**src/rtl/div_pkg.sv**
```systemverilog
// Shared constants for the multi-cycle divider.
// Holds the legacy-compatible FSM state encodings, handshake levels and
// common bus widths used by the execute-stage divider.
package div_pkg;

  // Reset level and shared bus widths.
  localparam logic        RstEnable    = 1'b1;
  localparam int unsigned RegBus       = 32;
  localparam int unsigned DoubleRegBus = 64;
  localparam logic [31:0] ZeroWord     = 32'h0000_0000;

  // Divider FSM state encodings.
  typedef logic [1:0] div_state_t;
  localparam div_state_t DivFree   = 2'b00;
  localparam div_state_t DivByZero = 2'b01;
  localparam div_state_t DivOn     = 2'b10;
  localparam div_state_t DivEnd    = 2'b11;

  // Handshake levels.
  localparam logic DivResultReady    = 1'b1;
  localparam logic DivResultNotReady = 1'b0;
  localparam logic DivStart          = 1'b1;
  localparam logic DivStop           = 1'b0;

endpackage

```
**src/rtl/div.sv**
```systemverilog
// Multi-cycle restoring integer divider for DIV/DIVU.
// One quotient bit per cycle; DIV_W iterations plus one sign-fix cycle.
// Ports:
//   clk          - clock, all state on rising edge
//   rst          - synchronous active-high reset
//   signed_div_i - 1 = signed divide, 0 = unsigned
//   opdata1_i    - dividend
//   opdata2_i    - divisor
//   start_i      - request, held high until ready_o is seen
//   annul_i      - abort an in-flight division
//   result_o     - {remainder, quotient}
//   ready_o      - result valid; held while start_i stays high
module div
  import div_pkg::*;
#(
  parameter int unsigned DIV_W = 32
) (
  input  logic               clk,
  input  logic               rst,
  input  logic               signed_div_i,
  input  logic [DIV_W-1:0]   opdata1_i,
  input  logic [DIV_W-1:0]   opdata2_i,
  input  logic               start_i,
  input  logic               annul_i,
  output logic [2*DIV_W-1:0] result_o,
  output logic               ready_o
);

  localparam int unsigned      CntW    = $clog2(DIV_W + 1);
  localparam logic [CntW-1:0]  CntLast = CntW'(DIV_W);
  localparam logic [CntW-1:0]  CntOne  = {{(CntW-1){1'b0}}, 1'b1};
  localparam logic [DIV_W-1:0] OneW    = {{(DIV_W-1){1'b0}}, 1'b1};

  div_state_t           state_q, state_d;
  logic [CntW-1:0]      cnt_q, cnt_d;
  logic [DIV_W:0]       rem_q, rem_d;       // partial remainder, one guard bit
  logic [DIV_W-1:0]     quot_q, quot_d;     // dividend shifts out as quotient shifts in
  logic [DIV_W-1:0]     divisor_q, divisor_d;
  logic                 sign1_q, sign1_d;
  logic                 sign2_q, sign2_d;
  logic                 signed_q, signed_d;
  logic [2*DIV_W-1:0]   result_q, result_d;
  logic                 ready_q, ready_d;

  logic                 op1_neg, op2_neg;
  logic [DIV_W-1:0]     op1_mag, op2_mag;
  logic [DIV_W:0]       rem_shift, rem_diff;
  logic [DIV_W-1:0]     quot_fix, rem_fix;

  // Operand magnitudes, only meaningful when sampled in DivFree.
  always_comb begin
    op1_neg = signed_div_i & opdata1_i[DIV_W-1];
    op2_neg = signed_div_i & opdata2_i[DIV_W-1];
    op1_mag = op1_neg ? (~opdata1_i + OneW) : opdata1_i;
    op2_mag = op2_neg ? (~opdata2_i + OneW) : opdata2_i;
  end

  // One restoring step; the top bit of the DIV_W+1 wide difference is the
  // borrow, so it doubles as the "remainder < divisor" compare.
  always_comb begin
    rem_shift = {rem_q[DIV_W-1:0], quot_q[DIV_W-1]};
    rem_diff  = rem_shift - {1'b0, divisor_q};
  end

  // Sign correction applied to the final magnitudes.
  always_comb begin
    quot_fix = (signed_q && (sign1_q ^ sign2_q)) ? (~quot_q + OneW) : quot_q;
    rem_fix  = (signed_q && sign1_q) ? (~rem_q[DIV_W-1:0] + OneW) : rem_q[DIV_W-1:0];
  end

  always_comb begin
    state_d   = state_q;
    cnt_d     = cnt_q;
    rem_d     = rem_q;
    quot_d    = quot_q;
    divisor_d = divisor_q;
    sign1_d   = sign1_q;
    sign2_d   = sign2_q;
    signed_d  = signed_q;
    result_d  = result_q;
    ready_d   = ready_q;

    unique case (state_q)
      DivFree: begin
        result_d = '0;
        ready_d  = DivResultNotReady;
        if (start_i == DivStart && !annul_i) begin
          if (opdata2_i == '0) begin
            state_d = DivByZero;
          end else begin
            state_d   = DivOn;
            cnt_d     = '0;
            rem_d     = '0;
            quot_d    = op1_mag;
            divisor_d = op2_mag;
            sign1_d   = op1_neg;
            sign2_d   = op2_neg;
            signed_d  = signed_div_i;
          end
        end
      end

      DivByZero: begin
        state_d  = DivEnd;
        result_d = '0;
        ready_d  = DivResultReady;
      end

      DivOn: begin
        if (annul_i) begin
          state_d  = DivFree;
          cnt_d    = '0;
          result_d = '0;
          ready_d  = DivResultNotReady;
        end else if (cnt_q != CntLast) begin
          cnt_d = cnt_q + CntOne;
          if (!rem_diff[DIV_W]) begin
            rem_d  = rem_diff;
            quot_d = {quot_q[DIV_W-2:0], 1'b1};
          end else begin
            rem_d  = rem_shift;
            quot_d = {quot_q[DIV_W-2:0], 1'b0};
          end
        end else begin
          state_d  = DivEnd;
          result_d = {rem_fix, quot_fix};
          ready_d  = DivResultReady;
        end
      end

      DivEnd: begin
        // annul_i is deliberately ignored; execute releases us by dropping start_i.
        if (start_i == DivStop) begin
          state_d  = DivFree;
          cnt_d    = '0;
          result_d = '0;
          ready_d  = DivResultNotReady;
        end
      end

      default: state_d = DivFree;
    endcase
  end

  always_ff @(posedge clk) begin
    if (rst == RstEnable) begin
      state_q   <= DivFree;
      cnt_q     <= '0;
      rem_q     <= '0;
      quot_q    <= '0;
      divisor_q <= '0;
      sign1_q   <= 1'b0;
      sign2_q   <= 1'b0;
      signed_q  <= 1'b0;
      result_q  <= '0;
      ready_q   <= DivResultNotReady;
    end else begin
      state_q   <= state_d;
      cnt_q     <= cnt_d;
      rem_q     <= rem_d;
      quot_q    <= quot_d;
      divisor_q <= divisor_d;
      sign1_q   <= sign1_d;
      sign2_q   <= sign2_d;
      signed_q  <= signed_d;
      result_q  <= result_d;
      ready_q   <= ready_d;
    end
  end

  assign result_o = result_q;
  assign ready_o  = ready_q;

endmodule

```
**config.mk**
```make
export PLATFORM = sky130hd
export DESIGN_NAME = div
export DESIGN_NICKNAME = d
export VERILOG_FILES = /design/src/rtl/div_pkg.sv /design/src/rtl/div.sv
export SDC_FILE = /design/constraint.sdc
export NUM_CORES = 1
export LEC_CHECK = 0
export ABC_AREA = 1
export CAP_MARGIN = 20
export CORE_ASPECT_RATIO = 0.5
export CORE_UTILIZATION = 50
export CTS_BUF_LIST = sky130_fd_sc_hd__clkbuf_8
export DETAILED_ROUTE_END_ITERATION = 16
export DONT_BUFFER_PORTS = 1
export PLACE_DENSITY_LB_ADDON = 0.1
export SETUP_SLACK_MARGIN = 0.5
export SYNTH_ARGS = -nofsm -noshare
export SYNTH_HDL_FRONTEND = slang
export SYNTH_SLANG_ARGS = --single-unit
export TNS_END_PERCENT = 10
```
**constraint.sdc**
```tcl
create_clock -name clk -period 4.5 [get_ports clk]
set_input_delay 0.675 -clock clk [delete_from_list [all_inputs] [get_ports clk]]
set_output_delay 0.675 -clock clk [all_outputs]
set_load 0.005 [all_outputs]
```
# Word level (Yosys, flattened, before mapping)
# Index checks and enable logic that the tools add are counted.
# classes
addsub,6
n_eq_ne,11
mux,36
n_bitwise,8
reduce_logical,14
# ops
operator,count
$mux W32,13
$mux W64,3
$pmux W64 S3,1
$add A32 B1 Y32 const B,4
$not A32 Y32,4
$pmux W32 S2,2
$sub A33 B32 Y33,1
$logic_not A32 Y1,1
$mux W6,5
$pmux W6 S3,1
$mux W2,5
$ne A2 B2 Y1 const B,5
$reduce_and A5 Y1,2
$pmux W2 S4,1
$add A6 B1 Y6 const B,1
$ne A3 B3 Y1 const B,2
$ne A6 B6 Y1 const B,1
$reduce_and A3 Y1,2
$eq A2 B2 Y1 const B,2
$mux W1,4
$pmux W1 S4,1
$logic_and A1 B1 Y1,3
$reduce_bool A3 Y1,1
$and A1 B1 Y1,2
other kinds (8),8
# word_totals
ff_bits,172
in_bits,69
word_cells,85

# Depth between registers and ports, before layout
# Gate-level depths: netlist (run 1).
# logic_depth
ltp_word,6
ltp_mapped,18

# Least setup slack after synthesis (run 1)
# No wires, ideal clock.
# synth_timing
path_type,register to register
start,register quot_q[31]
end,register rem_q[18]
arrival_time_ns,2.077
setup_slack_ns,2.284
stages_incl_launch_ff,17
n_path_buf,1
period_less_slack_ns,2.216
cell_sequence,dfxtp_1 inv_1 ha_1 fa_1 inv_1 nand2_1 nand2_1 nand3_2 nand2_4 nand2_4 nand2_4 nand2_4 nand3_4 buf_2 nand3_1 nand3_1 a21oi_2
# synth_via
elab_chain_cells,5
# synth_lines
element,line,rtl
"start, declared",div.sv:37,"logic [DIV_W-1:0] quot_q, quot_d;"
"start signal, assigned",div.sv:161,quot_q <= quot_d;
$sub A33 B32 Y33,div.sv:62,"rem_diff = rem_shift - {1'b0, divisor_q};"
$mux W32,div.sv:117,if (!rem_diff[DIV_W]) begin
$mux W32,div.sv:115,end else if (cnt_q != CntLast) begin
$mux W32,div.sv:110,if (annul_i) begin
$pmux W32 S2,div.sv:83,unique case (state_q)
"end signal, assigned",div.sv:160,rem_q <= rem_d;
"end, declared",div.sv:36,"logic [DIV_W:0] rem_q, rem_d;"
# No other way between the ends. The select of a mux whose other input is x is not followed.
# A chain may end at the register's enable or synchronous reset.

# Worst setup path in the final report (run 1)
# layout_timing
start,register state_q[0]
end,register rem_q[18]
# layout_via
elab_chain_cells,3
# layout_lines
element,line,rtl
"start, declared",div.sv:34,"div_state_t state_q, state_d;"
"start signal, assigned",div.sv:147,state_q <= DivFree;
"start signal, assigned",div.sv:158,state_q <= state_d;
$eq A2 B2 Y1 / $logic_not A2 Y1 (equally long branches),div.sv:83,
$ne A2 B2 Y1 (no source line) / $reduce_bool A2 Y1 (equally long branches),n/a,
$reduce_and A5 Y1 (no source line),n/a,
# Several ways; a longest one is shown, not always the timed one.

==> results.sh, run 1 <==
export IMPL_ys_ff_latch=172
export IMPL_cts_path_max_buffers=2
export IMPL_antenna_found_initial=1
export IMPL_crit_path_max_fanout=42
export IMPL_rsz0062_at_grt="no"
export IMPL_min_period_ps=3240
export IMPL_setup_viol=0
export IMPL_synth_seq_area_share_pct=26.1
export IMPL_core_mm2=0.0255
export IMPL_yosysMostFrequentCell="nand2_1"
export IMPL_synth_area_per_cell_um2=6.04
export IMPL_cts_clk_slew_worst_paths_ps=100
export IMPL_num_nets_final=2252
export IMPL_synth_largest_area_cell="dfxtp_1"
export IMPL_syn_area_mm2=0.0132
export IMPL_io_pins=134
export IMPL_n_fill_cell=2788
export IMPL_worstSkewPairLatency_ps=500
export IMPL_crit_required_ps=4930
export IMPL_hp_class="in -> reg"
export IMPL_place_hpwl_um=31900
export IMPL_period_share_pct=72.0
export IMPL_routed_via_density=5.43
export IMPL_root_buffer="clkbuf_8"
export IMPL_ys_types=45
export IMPL_clock_sinks=172
export IMPL_syn_to_final_growth_pct=4.41
export IMPL_synth_net_count=2299
export IMPL_cts_tree="yes"
export IMPL_pwr_density_cell_mw_per_mm2=420
export IMPL_max_freq_ghz=0.309
export IMPL_synthTopCellsByCount="640 x nand2_1, 297 x inv_1, 216 x nand3_1"
export IMPL_dpl_cell_count=2463
export IMPL_seq_area_mm2=0.00344
export IMPL_wl_per_cell_um=16.4
export IMPL_grt_max_degree=126
export IMPL_worstSetupPathType="reg -> reg"
export IMPL_grt_pass1_wl_um=65700
export IMPL_grt_usage_pct=31.0
export IMPL_cts_repair_resized=0
export IMPL_hold_viol=0
export IMPL_critPathCaptureType="flop"
export IMPL_pre_cts_ws_ps=1270
export IMPL_die_w_um=232
export IMPL_synth_area_leaders="dfxtp_1 26%, nand2_1 18%, inv_1 8.4%, nand3_1 8.2%, a21oi_1 8.1%"
export IMPL_routabilityCongestion=0.944
export IMPL_drv_slew=0
export IMPL_tightest_slew_ps=988
export IMPL_antenna_left=0
export IMPL_synth_top_area_share_pct=26.1
export IMPL_drv_cap=0
export IMPL_dieHeight_um=117
export IMPL_post_cts_buffers=0
export IMPL_tns_ps=0
export IMPL_first_global_vias=12500
export IMPL_holdBufCountCts=0
export IMPL_ys_warn_count=0
export IMPL_crit_arrival_ps=3670
export IMPL_synth_flop_cell="dfxtp_1"
export IMPL_layout_setup_ws_ps=1260
export IMPL_diodes=0
export IMPL_drt_total_wl_um=40900
export IMPL_cts_buffers=17
export IMPL_slew_headroom_pct=34.0
export IMPL_io_buffers=0
export IMPL_drt_iter0_markers=1102
export IMPL_synth_cells=2186
export IMPL_multi_input_area_mm2=0.00821
export IMPL_outcome="finished clean"
export IMPL_synth_edf_count=0
export IMPL_htree_levels=4
export IMPL_fin_cells=2495
export IMPL_ir_worst_vdd_v=0.000256
export IMPL_layout_drive_gt1_share_pct=6.14
export IMPL_async_flop_share_pct=0
export IMPL_rows=41
export IMPL_vias=13600
export IMPL_leakagePower_nw=6.36
export IMPL_overflow=0
export IMPL_whs_ps=245
export IMPL_die_area_mm2=0.0271
export IMPL_drc=0
export IMPL_skew_ps=18.9
export IMPL_crit_path_start_kind="flop"
export IMPL_drt_pass1_iter_count=8
export IMPL_initial_core_util_pct=51.7
==> worst max-delay path: stages (launching register included) <==
cell and delay [ps]:
dfxtp_1 390, inv_1 90, ha_1 210, buf_4 220, inv_2 110, buf_4 380
nand2_1 120, a21oi_2 200, nand2_4 230, nor2_4 810, nand3_1 200, a21oi_2 160
==> cell usage in the layout, fill, tap and decap left out, drive strengths merged <==
cell type | synthesis | final
a31oi | 8 | 8
inv | 314 | 319
nor3 | 36 | 36
nand3b | 10 | 10
a21o | 2 | 2
and2 | 4 | 4
clkbuf | 41 | 20
fa | 1 | 1
nor2 | 156 | 156
a211oi | 2 | 2
bufinv | 0 | 2
and3 | 1 | 1
nor3b | 2 | 2
a21oi | 237 | 237
o22ai | 3 | 3
nor4 | 5 | 5
o21ai | 113 | 113
dfxtp | 172 | 172
buf | 34 | 9
ha | 43 | 43
nand3 | 229 | 229
o21bai | 4 | 4
or2 | 6 | 6
o211ai | 18 | 18
clkinvlp | 0 | 1
nand2 | 655 | 655
clkinv | 2 | 5
xor2 | 41 | 41
xnor2 | 17 | 17
nand4 | 30 | 30
==> power by group <==
| part | switching (mW) | leakage (nW) | internal [mW] |
|---|---|---|---|
| sequential | 0.205 | 1.40 | 1.71 |
| combinational | 1.89 | 4.75 | 0.793 |
| clock | 0.638 | 0.215 | 0.555 |
==> per-layer routing <==
layer | vias up | wire length [µm] | part of all wire, % | GRT usage [%]
met5 | - | 0 | 0 | 0
met4 | 0 | 897 | 2.2 | 9.12
met3 | 55 | 2920 | 7.1 | 6.64
met2 | 348 | 17600 | 43 | 49.6
met1 | 6191 | 19500 | 48 | 42.2
li1 | 6959 | - | - | -
==> cell type report <==
| class | count | share of cell area, % |
|---|---|---|
| inverter | 316 | 8.61 |
| clock inverter | 11 | 1.11 |
| timing repair buffer | 9 | 0.581 |
| multi-input combinational | 1623 | 59.6 |
| sequential | 172 | 25.0 |
| tap | 344 | 3.12 |
| clock buffer | 20 | 2.00 |
==> flip-flops by register name, indices dropped and copies added, names as in the netlist <==
name and count:
signed_q 1, state_q 2, result_o 64, ready_o 1
cnt_q 6, sign2_q 1, sign1_q 1, quot_q 32
rem_q 32, divisor_q 32
==> metrics by stage <==
step | area [µm²] | power, mW | util [%]
5_1_grt | 13800 | 6.26 | 53.9
3_3_place_gp | 13300 | 4.57 | 52.2
2_1_floorplan | 13200 | 4.00 | -
3_5_place_dp | 13300 | 4.57 | 52.2
4_1_cts | 13800 | 5.77 | 53.8
6_report | 13800 | 5.79 | 53.9
==> path summary, 6_finish.rpt <==
kind	slack (ps)	depth (start not counted)	startpoint	to
worst min-delay path	250	1	rst	sign2_q$_SDFFE_PP0P_
worst max register to register	1260	11	state_q[0]$_SDFFE_PP0P_	rem_q[18]$_SDFFE_PP0P_
worst max-delay path	1260	11	state_q[0]$_SDFFE_PP0P_	rem_q[18]$_SDFFE_PP0P_
worst min register to register	480	2	divisor_q[2]$_SDFFE_PP0P_	divisor_q[2]$_SDFFE_PP0P_
==> kinds of logic (layout without fill, tap and decap cells) <==
kind of cell,after synthesis,after routing,share of synthesized area [%]
adder cells (fa/ha/maj),44,44,4.23
AO/OA/AOI/OAI,387,387,16.1
buffers and inverters,391,356,11.7
flip-flops,172,172,26.1
AND/OR/NAND/NOR,1134,1134,37.9
XOR/XNOR,58,58,3.85
Note: power is estimated with default switching activity, not from simulation.
==> run 2, diff against run 1 <==
==> constraint.sdc (replaced) <==
create_clock -name clk -period 2.8 [get_ports clk]
set_input_delay 0.42 -clock clk [delete_from_list [all_inputs] [get_ports clk]]
set_output_delay 0.42 -clock clk [all_outputs]
set_load 0.005 [all_outputs]
==> results.sh, run 2 (same netlist as run 1, synthesis figures left out) <==
export IMPL_layout_drive_gt1_share_pct=11.8
export IMPL_cts_path_max_buffers=2
export IMPL_grt_usage_pct=31.3
export IMPL_period_share_pct=82.4
export IMPL_antenna_found_initial=0
export IMPL_die_area_mm2=0.0271
export IMPL_cts_tree="yes"
export IMPL_critPathCaptureType="flop"
export IMPL_syn_to_final_growth_pct=11.2
export IMPL_fin_cells=2548
export IMPL_holdBufCountCts=3
export IMPL_worstSetupPathType="reg -> reg"
export IMPL_leakagePower_nw=6.68
export IMPL_grt_pass1_wl_um=65800
export IMPL_cts_clk_slew_worst_paths_ps=110
export IMPL_hp_class="in -> reg"
export IMPL_tightest_slew_ps=756
export IMPL_slowest_delay_ps=360
export IMPL_dpl_cell_count=2483
export IMPL_min_period_ps=2310
export IMPL_pwr_density_cell_mw_per_mm2=659
export IMPL_antenna_left=0
export IMPL_htree_levels=4
export IMPL_drv_cap=0
export IMPL_crit_top_cell="nand2_4"
export IMPL_drt_total_wl_um=42500
export IMPL_largest_reg_flops=64
export IMPL_vias=13900
export IMPL_violations="negative hold slack"
export IMPL_initial_core_util_pct=51.7
export IMPL_num_nets_final=2303
export IMPL_root_buffer="clkbuf_8"
export IMPL_pre_cts_ws_ps=276
export IMPL_final_cell_mix="628 x nand2_1, 295 x inv_1, 210 x nand3_1, 210 x a21oi_1, 144 x dfxtp_1"
export IMPL_io_buffers=0
export IMPL_final_common_cell="nand2_1"
export IMPL_crit_arrival_ps=2740
export IMPL_layout_setup_ws_ps=491
export IMPL_rsz0062_at_grt="yes"
export IMPL_max_freq_ghz=0.433
export IMPL_overflow=0
export IMPL_outcome="finished, violations left"
export IMPL_drv_slew=0
export IMPL_slowest_stage="dfxtp_2"
export IMPL_routed_via_density=5.44
export IMPL_first_global_vias=12300
export IMPL_clock_sinks=172
export IMPL_core_mm2=0.0255
export IMPL_crit_path_start_kind="flop"
export IMPL_p_total_mw=9.67
export IMPL_die_w_um=232
export IMPL_crit_required_ps=3230
export IMPL_cts_buffers=17
export IMPL_drt_pass1_iter_count=5
export IMPL_slew_headroom_pct=49.0
export IMPL_crit_path_max_fanout=7
export IMPL_io_pins=134
export IMPL_drc=0
export IMPL_drt_iter0_markers=1182
export IMPL_routabilityCongestion=0.944
export IMPL_hold_viol=3
export IMPL_ir_worst_vdd_v=0.000473
export IMPL_whs_ps=-16.0
export IMPL_rows=41
export IMPL_setup_viol=0
export IMPL_wl_per_cell_um=16.7
export IMPL_tns_ps=0
export IMPL_dieHeight_um=117
export IMPL_worstSkewPairLatency_ps=500
export IMPL_place_hpwl_um=32400
export IMPL_skew_ps=19.7
export IMPL_cp_cell_sequence="inv_4 > ha_4 > fa_2 > inv_2 > nand2_2 > nand2_2 > nand3_2 > nand2_4 > nand2_4 > nand2_4 > nand2_8 > nand3_4 > buf_6 > buf_12 > nand2_8 > nand2_1 > nand3_1 > a21oi_2"
export IMPL_grt_max_degree=126
==> run 2: cell types whose count changed in the layout (fill, tap and decap cells not counted), moves of 4 or more <==
cell,delta
nand2_2,+11
buf_12,+6
dfxtp_1,-28
nand2_8,+5
nand3_2,+6
buf_4,+33
nand3_1,-6
ha_1,-22
ha_4,+14
dfxtp_2,+25
nand2_1,-12
nor2_1,-4
ha_2,+8
==> run 2: final timing paths <==
path	from	end	slack, ps	cells past startpoint
max	quot_q[31]$_SDFFE_PP0P_	rem_q[17]$_SDFFE_PP0P_	490	18
max reg2reg	quot_q[31]$_SDFFE_PP0P_	rem_q[17]$_SDFFE_PP0P_	490	18
min	rst	rem_q[3]$_SDFFE_PP0P_	-20	1
min reg2reg	cnt_q[0]$_SDFFE_PP0P_	cnt_q[0]$_SDFFE_PP0P_	470	1
==> run 2: power breakdown <==
group          switching (mW)  total [mW]  internal, mW
clock                    1.08        1.93         0.854
combinational            3.20        4.67          1.47
sequential              0.323        3.07          2.75
total                    4.60        9.67          5.07
==> run 2: layout make-up <==
cell class                 instances  area (µm²)
multi-input combinational       1629        8620
clock buffer                      18         248
sequential                       172        3490
timing repair buffer              54         512
tap                              344         430
clock inverter                    14         180
inverter                         316        1190
antenna                            1        2.50
fill                            2640       10900
==> run 2: critical path: cells and delay by family, from the launching register on <==
kind	cells	cell delay (ps)
and+or+nand+nor	11	880
adders and majority gates	2	520
DFF	1	360
buffers and inverters	4	340
AOI/OAI and AO/OA	1	120
==> run 2: metrics by stage <==
step	utilization (%)	hold WS (ps)	area (µm²)
global placement	52.8	455	13500
detailed placement	52.8	456	13500
CTS	56.1	-58.4	14300
floorplan	-	430	13200
global route	57.4	-56.4	14700
finish	57.4	-16.0	14700
==> run 2: routing by layer <==
layer	vias to the layer above	wire length, µm	share of wire [%]	GRT usage [%]
li1	7083	-	-	-
met3	50	3170	7.5	6.81
met5	-	0	0	0
met2	428	18600	44	49.8
met4	0	1020	2.4	9.78
met1	6292	19700	46	42.6
==> run 2: what timing repair did <==
action,CTS,global route
setup buffers,13,9
gates cloned,6,1
endpoints found under the hold margin,119,104
pin swaps,9,15
endpoints found under the setup margin,37,107
gates resized for setup,43,60
==> run 3, diff against run 2 <==
==> constraint.sdc (replaced) <==
create_clock -name clk -period 2.2 [get_ports clk]
set_input_delay 0.33 -clock clk [delete_from_list [all_inputs] [get_ports clk]]
set_output_delay 0.33 -clock clk [all_outputs]
set_load 0.005 [all_outputs]
==> results.sh, run 3 (same netlist as run 1, synthesis figures left out) <==
export IMPL_tightest_slew_ps=513
export IMPL_syn_to_final_growth_pct=14.9
export IMPL_antenna_found_initial=1
export IMPL_pwr_share_comb_pct=50.8
export IMPL_crit_required_ps=2630
export IMPL_ir_worst_vdd_v=0.000524
export IMPL_root_buffer="clkbuf_8"
export IMPL_grt_max_degree=126
export IMPL_hp_class="in -> reg"
export IMPL_cts_path_max_buffers=2
export IMPL_grt_pass1_wl_um=67400
export IMPL_first_global_vias=12900
export IMPL_grt_usage_pct=32.0
export IMPL_min_period_ps=2240
export IMPL_die_area_mm2=0.0271
export IMPL_core_mm2=0.0255
export IMPL_swShare_pct=47.4
export IMPL_drt_pass1_iter_count=7
export IMPL_crit_path_max_fanout=8
export IMPL_pwr_density_cell_mw_per_mm2=824
export IMPL_io_buffers=0
export IMPL_cts_buffers=17
export IMPL_pre_cts_ws_ps=-11.8
export IMPL_drt_iter0_markers=1210
export IMPL_pwr_share_clk_pct=18.0
export IMPL_io_pins=134
export IMPL_crit_path_start_kind="flop"
export IMPL_crit_arrival_ps=2670
export IMPL_largest_reg_flops=64
export IMPL_slew_headroom_pct=65.8
export IMPL_n_fill_cell=2584
export IMPL_final_cell_mix="624 x nand2_1, 293 x inv_1, 209 x a21oi_1"
export IMPL_leakagePower_nw=7.05
export IMPL_final_common_cell="nand2_1"
export IMPL_cts_tree="yes"
export IMPL_period_share_pct=102
export IMPL_routed_via_density=5.39
export IMPL_outcome="finished, violations left"
export IMPL_skew_ps=16.8
export IMPL_antenna_left=0
export IMPL_critPathCaptureType="flop"
export IMPL_overflow=0
export IMPL_dieHeight_um=117
export IMPL_max_freq_ghz=0.446
export IMPL_htree_levels=4
export IMPL_clock_sinks=172
export IMPL_fin_util_pct=59.4
export IMPL_diodes=0
export IMPL_whs_ps=-115
export IMPL_place_hpwl_um=32700
export IMPL_setup_viol=23
export IMPL_layout_drive_gt1_share_pct=14.1
export IMPL_die_w_um=232
export IMPL_layout_setup_ws_ps=-40.4
export IMPL_p_int_mw=6.57
export IMPL_drt_total_wl_um=42800
export IMPL_rsz0062_at_grt="yes"
export IMPL_hold_viol=103
export IMPL_worstSkewPairLatency_ps=510
export IMPL_rows=41
export IMPL_drv_cap=0
export IMPL_wl_per_cell_um=16.4
export IMPL_drv_slew=0
export IMPL_worstSetupPathType="reg -> reg"
export IMPL_holdBufCountCts=2
export IMPL_initial_core_util_pct=51.7
export IMPL_vias=14100
export IMPL_drc=0
export IMPL_num_nets_final=2367
export IMPL_routabilityCongestion=0.964
export IMPL_p_seq_share_pct=31.2
export IMPL_switching_power_mw=5.92
export IMPL_violations="negative hold slack, negative setup slack"
export IMPL_cts_clk_slew_worst_paths_ps=110
run 3: path summary, 6_finish.rpt:
check,start,endpoint,slack [ps],depth (start not counted)
max,quot_q[31]$_SDFFE_PP0P_,rem_q[17]$_SDFFE_PP0P_,-40,17
min,rst,result_o[47]$_SDFFE_PP0P_,-110,1
min reg2reg,divisor_q[3]$_SDFFE_PP0P_,divisor_q[3]$_SDFFE_PP0P_,470,2
max reg2reg,quot_q[31]$_SDFFE_PP0P_,rem_q[17]$_SDFFE_PP0P_,-40,17
run 3: repair_timing:
item	4_1_cts	5_1_grt
gates cloned	4	0
pin swaps	16	14
endpoints found under the hold margin	126	122
resized for setup	59	23
setup buffers	10	6
setup endpoints to repair	134	136
run 3: stage by stage:
step | power (mW) | instances | hold WS [ps] | TNS (ps) | instance area [µm²]
after floorplan | 8.20 | 2186 | 430 | 0 | 13200
after global placement | 9.91 | 2556 | 403 | 0 | 14100
after detailed placement | 9.92 | 2556 | 405 | -15.6 | 14100
after CTS | 12.4 | 2604 | -147 | 0 | 15000
after global routing | 13.4 | 2611 | -152 | -3940 | 15200
final | 12.5 | 2611 | -115 | -360 | 15200
run 3: area by class of cell:
type,count,area [µm²],share of cell area [%]
Multi-Input combinational cell,1625,8600,56.7
Sequential cell,172,3460,22.8
Inverter,316,1190,7.82
Timing Repair Buffer,122,1110,7.30
Tap cell,344,430,2.84
Clock buffer,18,248,1.63
Clock inverter,14,129,0.850
run 3: power by group through the flow:
stage / combinational, mW / sequential, mW / clock [mW]
after CTS: 6.19 / 3.88 / 2.29
final: 6.35 / 3.89 / 2.25
after global routing: 7.06 / 3.94 / 2.42
after global placement: 5.97 / 3.94 / 0
after floorplan: 4.39 / 3.81 / 0
after detailed placement: 5.97 / 3.94 / 0
run 3: routing by layer:
layer	vias to the layer above	track usage (%)	part of all wire [%]
met5	-	0	0
met4	0	11.4	2.4
li1	7206	-	-
met1	6402	43.3	47
met2	392	51.5	44
met3	63	5.60	6.3
run 3: worst max-delay path, cell delays in order, from the launching register on:
cell     delay (ps)
dfxtp_2         350
inv_2            50
ha_4            160
fa_2            400
inv_2            70
nand2_2          40
nand2_2          70
nand3_2          80
nand2_4          80
nand2_4          50
nand2_4          70
nand2_4          70
nand2_4          90
nand2_8         130
buf_12          180
nand3_2          70
nand3_2          90
a21oi_2         130
